==> config.mk <==
export PLATFORM = sky130hd
export DESIGN_NAME = hazard_scoreboard
export DESIGN_NICKNAME = d
export VERILOG_FILES = /design/src/rtl/hazard_scoreboard.sv
export SDC_FILE = /design/constraint.sdc
export NUM_CORES = 1
export LEC_CHECK = 0
export BUFFER_PORTS_ARGS = -buffer_cell sky130_fd_sc_hd__buf_4
export CAP_MARGIN = 10
export CORE_ASPECT_RATIO = 1.25
export CORE_MARGIN = 2
export CORE_UTILIZATION = 58
export DETAILED_ROUTE_END_ITERATION = 16
export GPL_ROUTABILITY_DRIVEN = 0
export GPL_TIMING_DRIVEN = 1
export PLACE_DENSITY_LB_ADDON = 0.05
export SKIP_CTS_REPAIR_TIMING = 1
export SYNTH_ARGS = -nofsm -noshare
export SYNTH_HDL_FRONTEND = slang
export SYNTH_SLANG_ARGS = --single-unit
==> constraint.sdc <==
create_clock -name clk -period 5.57 [get_ports clk]
set_clock_uncertainty 0.05 [all_clocks]
set_input_delay 0.557 -clock clk [delete_from_list [all_inputs] [get_ports clk]]
set_output_delay 0.557 -clock clk [all_outputs]
set_load 0.01 [all_outputs]
==> src/rtl/hazard_scoreboard.sv <==
// Decode-side hazard unit: tracks in-flight destination tags across DEPTH stages
// plus one iterative MDU operation, and derives stall, issue and forward selects.
module hazard_scoreboard #(
    parameter int AW         = 5,
    parameter int NSRC       = 2,
    parameter int DEPTH      = 3,
    parameter int LOAD_AVAIL = 2,
    parameter int MDU_LAT    = 4,
    localparam int FW        = $clog2(DEPTH + 2)
) (
    input  logic                 clk,
    input  logic                 rst,
    input  logic                 id_valid,
    input  logic [NSRC*AW-1:0]   id_src_addr,
    input  logic [NSRC-1:0]      id_src_used,
    input  logic [AW-1:0]        id_dst_addr,
    input  logic                 id_wreg,
    input  logic                 id_load,
    input  logic                 id_mdu,
    input  logic                 flush,
    output logic                 stall,
    output logic                 issue,
    output logic [NSRC*FW-1:0]   fwd_sel,
    output logic                 mdu_busy,
    output logic                 mdu_done,
    output logic [AW-1:0]        mdu_dst,
    output logic [AW-1:0]        wb_dst,
    output logic                 wb_wreg
);
    localparam int CW = $clog2(MDU_LAT + 1);

    logic          st_vld  [1:DEPTH];
    logic [AW-1:0] st_dst  [1:DEPTH];
    logic          st_wreg [1:DEPTH];
    logic          st_load [1:DEPTH];

    logic [CW-1:0] mdu_cnt;
    logic          mdu_wreg;
    logic          mdu_pend;
    logic          pipe_issue;
    logic          load_use;
    logic          mdu_raw;
    logic          waw;

    logic [AW-1:0] src;
    logic [FW-1:0] sel;
    logic          lu;
    logic          mdu_hit;

    assign mdu_done   = mdu_busy & (mdu_cnt == CW'(1));
    assign mdu_pend   = mdu_busy & ~mdu_done;
    assign pipe_issue = issue & ~id_mdu;

    // Tag pipeline: unconditional shift; bubbles carry all-zero tags.
    always_ff @(posedge clk) begin
        if (rst) begin
            for (int k = 1; k <= DEPTH; k++) begin
                st_vld[k]  <= 1'b0;
                st_dst[k]  <= '0;
                st_wreg[k] <= 1'b0;
                st_load[k] <= 1'b0;
            end
        end else begin
            st_vld[1]  <= pipe_issue;
            st_dst[1]  <= pipe_issue ? id_dst_addr : '0;
            st_wreg[1] <= pipe_issue & id_wreg;
            st_load[1] <= pipe_issue & id_load;
            for (int k = 2; k <= DEPTH; k++) begin
                st_vld[k]  <= st_vld[k-1];
                st_dst[k]  <= st_dst[k-1];
                st_wreg[k] <= st_wreg[k-1];
                st_load[k] <= st_load[k-1];
            end
        end
    end

    // MDU scoreboard; a new op may reload in the done cycle of the previous one.
    always_ff @(posedge clk) begin
        if (rst) begin
            mdu_busy <= 1'b0;
            mdu_cnt  <= '0;
            mdu_dst  <= '0;
            mdu_wreg <= 1'b0;
        end else if (issue & id_mdu) begin
            mdu_busy <= 1'b1;
            mdu_cnt  <= CW'(MDU_LAT);
            mdu_dst  <= id_dst_addr;
            mdu_wreg <= id_wreg & (id_dst_addr != '0);
        end else if (mdu_busy) begin
            if (mdu_done) begin
                mdu_busy <= 1'b0;
                mdu_cnt  <= '0;
            end else begin
                mdu_cnt <= mdu_cnt - CW'(1);
            end
        end
    end

    // Oldest-to-youngest scan so the youngest match is the one left standing.
    always_comb begin
        load_use = 1'b0;
        mdu_raw  = 1'b0;
        fwd_sel  = '0;
        src      = '0;
        sel      = '0;
        lu       = 1'b0;
        mdu_hit  = 1'b0;
        for (int i = 0; i < NSRC; i++) begin
            src = id_src_addr[i*AW +: AW];
            sel = '0;
            lu  = 1'b0;
            for (int k = DEPTH; k >= 1; k--) begin
                if (id_src_used[i] && (src != '0) && st_vld[k] && st_wreg[k] && (st_dst[k] == src)) begin
                    sel = FW'(k);
                    lu  = st_load[k] && (k < LOAD_AVAIL);
                end
            end
            mdu_hit = id_src_used[i] && (src != '0) && mdu_wreg && (src == mdu_dst);
            if (mdu_hit && mdu_done) begin
                sel = FW'(DEPTH + 1);
                lu  = 1'b0;
            end
            if (mdu_hit && mdu_pend)
                mdu_raw = 1'b1;
            load_use = load_use | lu;
            fwd_sel[i*FW +: FW] = sel;
        end
    end

    assign waw   = id_wreg & (id_dst_addr != '0) & mdu_wreg & (id_dst_addr == mdu_dst) & mdu_pend;
    assign stall = id_valid & (load_use | mdu_raw | (id_mdu & mdu_pend) | waw);
    assign issue = id_valid & ~stall & ~flush;

    assign wb_dst  = st_dst[DEPTH];
    assign wb_wreg = st_vld[DEPTH] & st_wreg[DEPTH];

endmodule
==> implementation parameters <==
Parameter                              Value

Worst setup path
  Arrival time at the worst endpoint ... approximately 2.4 ns
  Critical path capture point type ... primary output
  Startpoint type of the worst setup path ... primary input
  Worst endpoint required time ... 4.96 ns
  Register-to-Register Path Depth ... 6
  FF-to-FF Start ... mdu_dst[3]$_SDFFE_PP0P_
  Category of the critical setup timing path ... in -> out
  Worst R2R End ... mdu_wreg$_SDFFE_PP0P_
  Critical-path maximum fanout ... 5
  Setup slack on the worst flop-to-flop path ... 3.14 ns

Synthesis
  Proportion of synthesized chip area in sequential cells ... between 30% and 40%
  Mapped Cells ... roughly 220
  Count of flip-flops with a built-in enable after synthesis ... 0
  YS warnings ... 0
  Yosys reg bits ... 32
  Synthesized area per cell ... around 8.9 µm²
  Synthesized area ... between 2000 and 2500 µm²
  Fraction of synthesis flops using an asynchronous set or reset pin ... 0%
  Count of different cell masters after synthesis ... 42
  Syn Nets ... 250
  Prevailing post-synth register cell ... dfxtp_1

Timing
  Measured slew at the worst slew-check pin ... 0.734 ns
  Fin. Hold Viols ... 0
  Relative slew slack ... 50.6%
  Crit path setup slack, layout ... 2.56 ns
  Part of the cycle the worst path needs ... a little over half
  Clock period minus worst slack ... 3.01 ns
  Post-route setup TNS ... 0 ns
  Final count of pins violating max slew ... 0
  Hold Slack ... 0.412 ns
  Setup repair after global routing missed its margin ... false
  Total setup violations reported at the end of the flow ... 0
  Maximum achievable frequency ... 332 MHz

Floorplan
  Number of rows created at floorplan ... 23
  Area inside the core boundary ... 3250 µm²
  Die Span Y ... 69.7 µm
  Die width ... 56.6 µm
  Effective utilization at floorplan ... 61.6%
  # IOs ... 45
  Die outline area ... 3940 µm²

Worst hold path
  Endpoint of the worst hold-timing path ... st_vld[0][3]$_SDFF_PP0_
  Hold Crit Class ... reg -> reg
  Hold depth ... 1
  Worst Hold Launch ... st_vld[0][2]$_SDFF_PP0_

Place
  Count of input and output buffers ... 44
  Final HPWL from detailed placement ... 3480 µm
  Post-Place Setup Slack ... about 2.6 ns

Layout
  Highest-count cells in the layout ignoring fill and taps ... 44 x buf_4, 40 x xnor2_1, 32 x dfxtp_1
  Final-layout fill cell count ... 281
  Synth-to-Final Area Change ... 18.2%
  Final net count ... 283
  Most common cell after layout, fill and taps aside ... buf_4
  Proportion of layout cells with a drive suffix above 1 ... 23.6%
  Number of diodes ... 0
  Final Util ... around 73%

Power and ir drop
  Peak supply drop ... ~0.25 mV
  Power per cell area ... about 210 nW/µm²
  Static Leak ... 0.881 nW

Global route
  Number of antenna violations at the first check in global routing ... 0
  Vias in the first global route ... 1621
  Overall routing resource usage ... between 20% and 30%
  Maximum number of pins on one net before global-route repair ... 33
  Sum of overflow across all layers after global routing ... 0
  First-pass GRT wire length ... 7340 µm

Route
  Top routing layer used ... met4
  Iteration-0 DRC Markers ... 37
  Post-DR wirelength/cell ... 14.9 µm
  First-pass iteration count of the detailed router ... 4
  Final ANT Viol Nets ... 0
  Vias ... 1647
  Total length of routed met3 wires ... 222 µm
  Routed length on met2 ... around 2200 µm
  DR vias/cell ... 5.58
  Total DRC errors in the routed layout ... 0
  Wire length the detailed router placed on met1 ... 1840 µm
  Wire length reported by the detailed router ... between 4000 and 5000 µm

Clock network
  CTS tree ... built
  Cts bufs inserted ... 5
  CTS clk-pin slew, worst paths ... 0.06 ns
  Number of levels in the clock H-tree ... 2
  Source-to-sink clock delay at the later pin of the worst-skew pair ... 0.28 ns
  CTS Buffer Depth ... 2
  Num Clock Sinks ... 32
  Cell chosen for the clock root ... clkbuf_8

Run status
  Result of the run ... finished clean

Run
  Max cap viols ... 0
worst max-delay path by stage:
| stage | from | depth (start not counted) | to |
|---|---|---|---|
| final | id_src_addr[6] | 8 | issue |
| after floorplan | id_src_addr[7] | 7 | issue |
| after detailed placement | id_src_addr[6] | 8 | issue |
| after global routing | id_src_addr[6] | 8 | issue |
| after global placement | id_src_addr[6] | 8 | issue |
| after CTS | id_src_addr[6] | 8 | issue |
critical path, cell delays in order:
cell and delay (ns):
buf_4 0.14, or4_4 0.56, o21ai_4 0.21, nor3_2 0.07, o41a_1 0.45, nor2_1 0.15
and2_1 0.14, buf_4 0.11
stage by stage:
stage	cells	cell area, µm²	total power [mW]
floorplan	224	2000	0.299
global placement	287	2280	0.324
detailed placement	287	2280	0.325
CTS	295	2370	0.505
global route	295	2370	0.520
finish	295	2370	0.500
synthesized netlist by cell type (4+ instances only):
library cell | instances | share of area [%]
nor4_1 | 8 | 2.5
nor3_1 | 5 | 1.2
buf_4 | 5 | 1.9
xnor2_1 | 40 | 17
nand4_1 | 9 | 2.8
buf_2 | 8 | 2.0
dfxtp_1 | 32 | 32
nand2_1 | 13 | 2.4
nand3_1 | 4 | 1.0
or4_1 | 4 | 1.5
clkbuf_1 | 4 | 0.75
nor2_1 | 8 | 1.5
inv_1 | 5 | 0.94
nand2b_1 | 12 | 3.7
and2_1 | 9 | 2.8
nor2b_1 | 18 | 5.6
xor2_1 | 5 | 2.2
mux2i_1 | 5 | 2.5
report_power, final:
| part | switching (mW) | total [mW] | leakage (nW) | internal (mW) |
|---|---|---|---|---|
| Combinational | 0.0393 | 0.0790 | 0.571 | 0.0397 |
| Clock | 0.0818 | 0.180 | 0.0510 | 0.0984 |
| Sequential | 0.00694 | 0.241 | 0.259 | 0.234 |
| Total | 0.128 | 0.500 | 0.881 | 0.372 |
state kept, by name, summed over array words and instances (netlist names):
| signal | count |
|---|---|
| st_load | 1 |
| mdu_cnt | 3 |
| mdu_wreg | 1 |
| mdu_busy | 1 |
| st_wreg | 3 |
| st_vld | 3 |
| mdu_dst | 5 |
| st_dst | 15 |
metal layers:
metal	track usage (%)	vias up
met5	0	-
met4	10.3	0
met3	5.41	9
met2	41.2	48
met1	27.5	763
li1	-	827
layout make-up:
| class | count | area, µm² | share of cell area, % |
|---|---|---|---|
| clock buffers | 6 | 82.6 | 3.49 |
| clock inverters | 2 | 10.0 | 0.423 |
| inverters | 5 | 18.8 | 0.792 |
| multi-input cells | 169 | 1240 | 52.4 |
| flip-flops and latches | 32 | 641 | 27.0 |
| well taps | 37 | 46.3 | 1.95 |
| repair buffers | 44 | 330 | 13.9 |
kinds of logic after synthesis:
kind of cell	share of synthesized area, %
AO/OA/AOI/OAI	7.37
XOR/XNOR	19.7
adder cells (fa/ha/maj)	1.25
buffers and inverters	6.12
flip-flops	32.0
multiplexers	3.06
AND/OR/NAND/NOR	30.5
(Power assumes the default switching activity.)
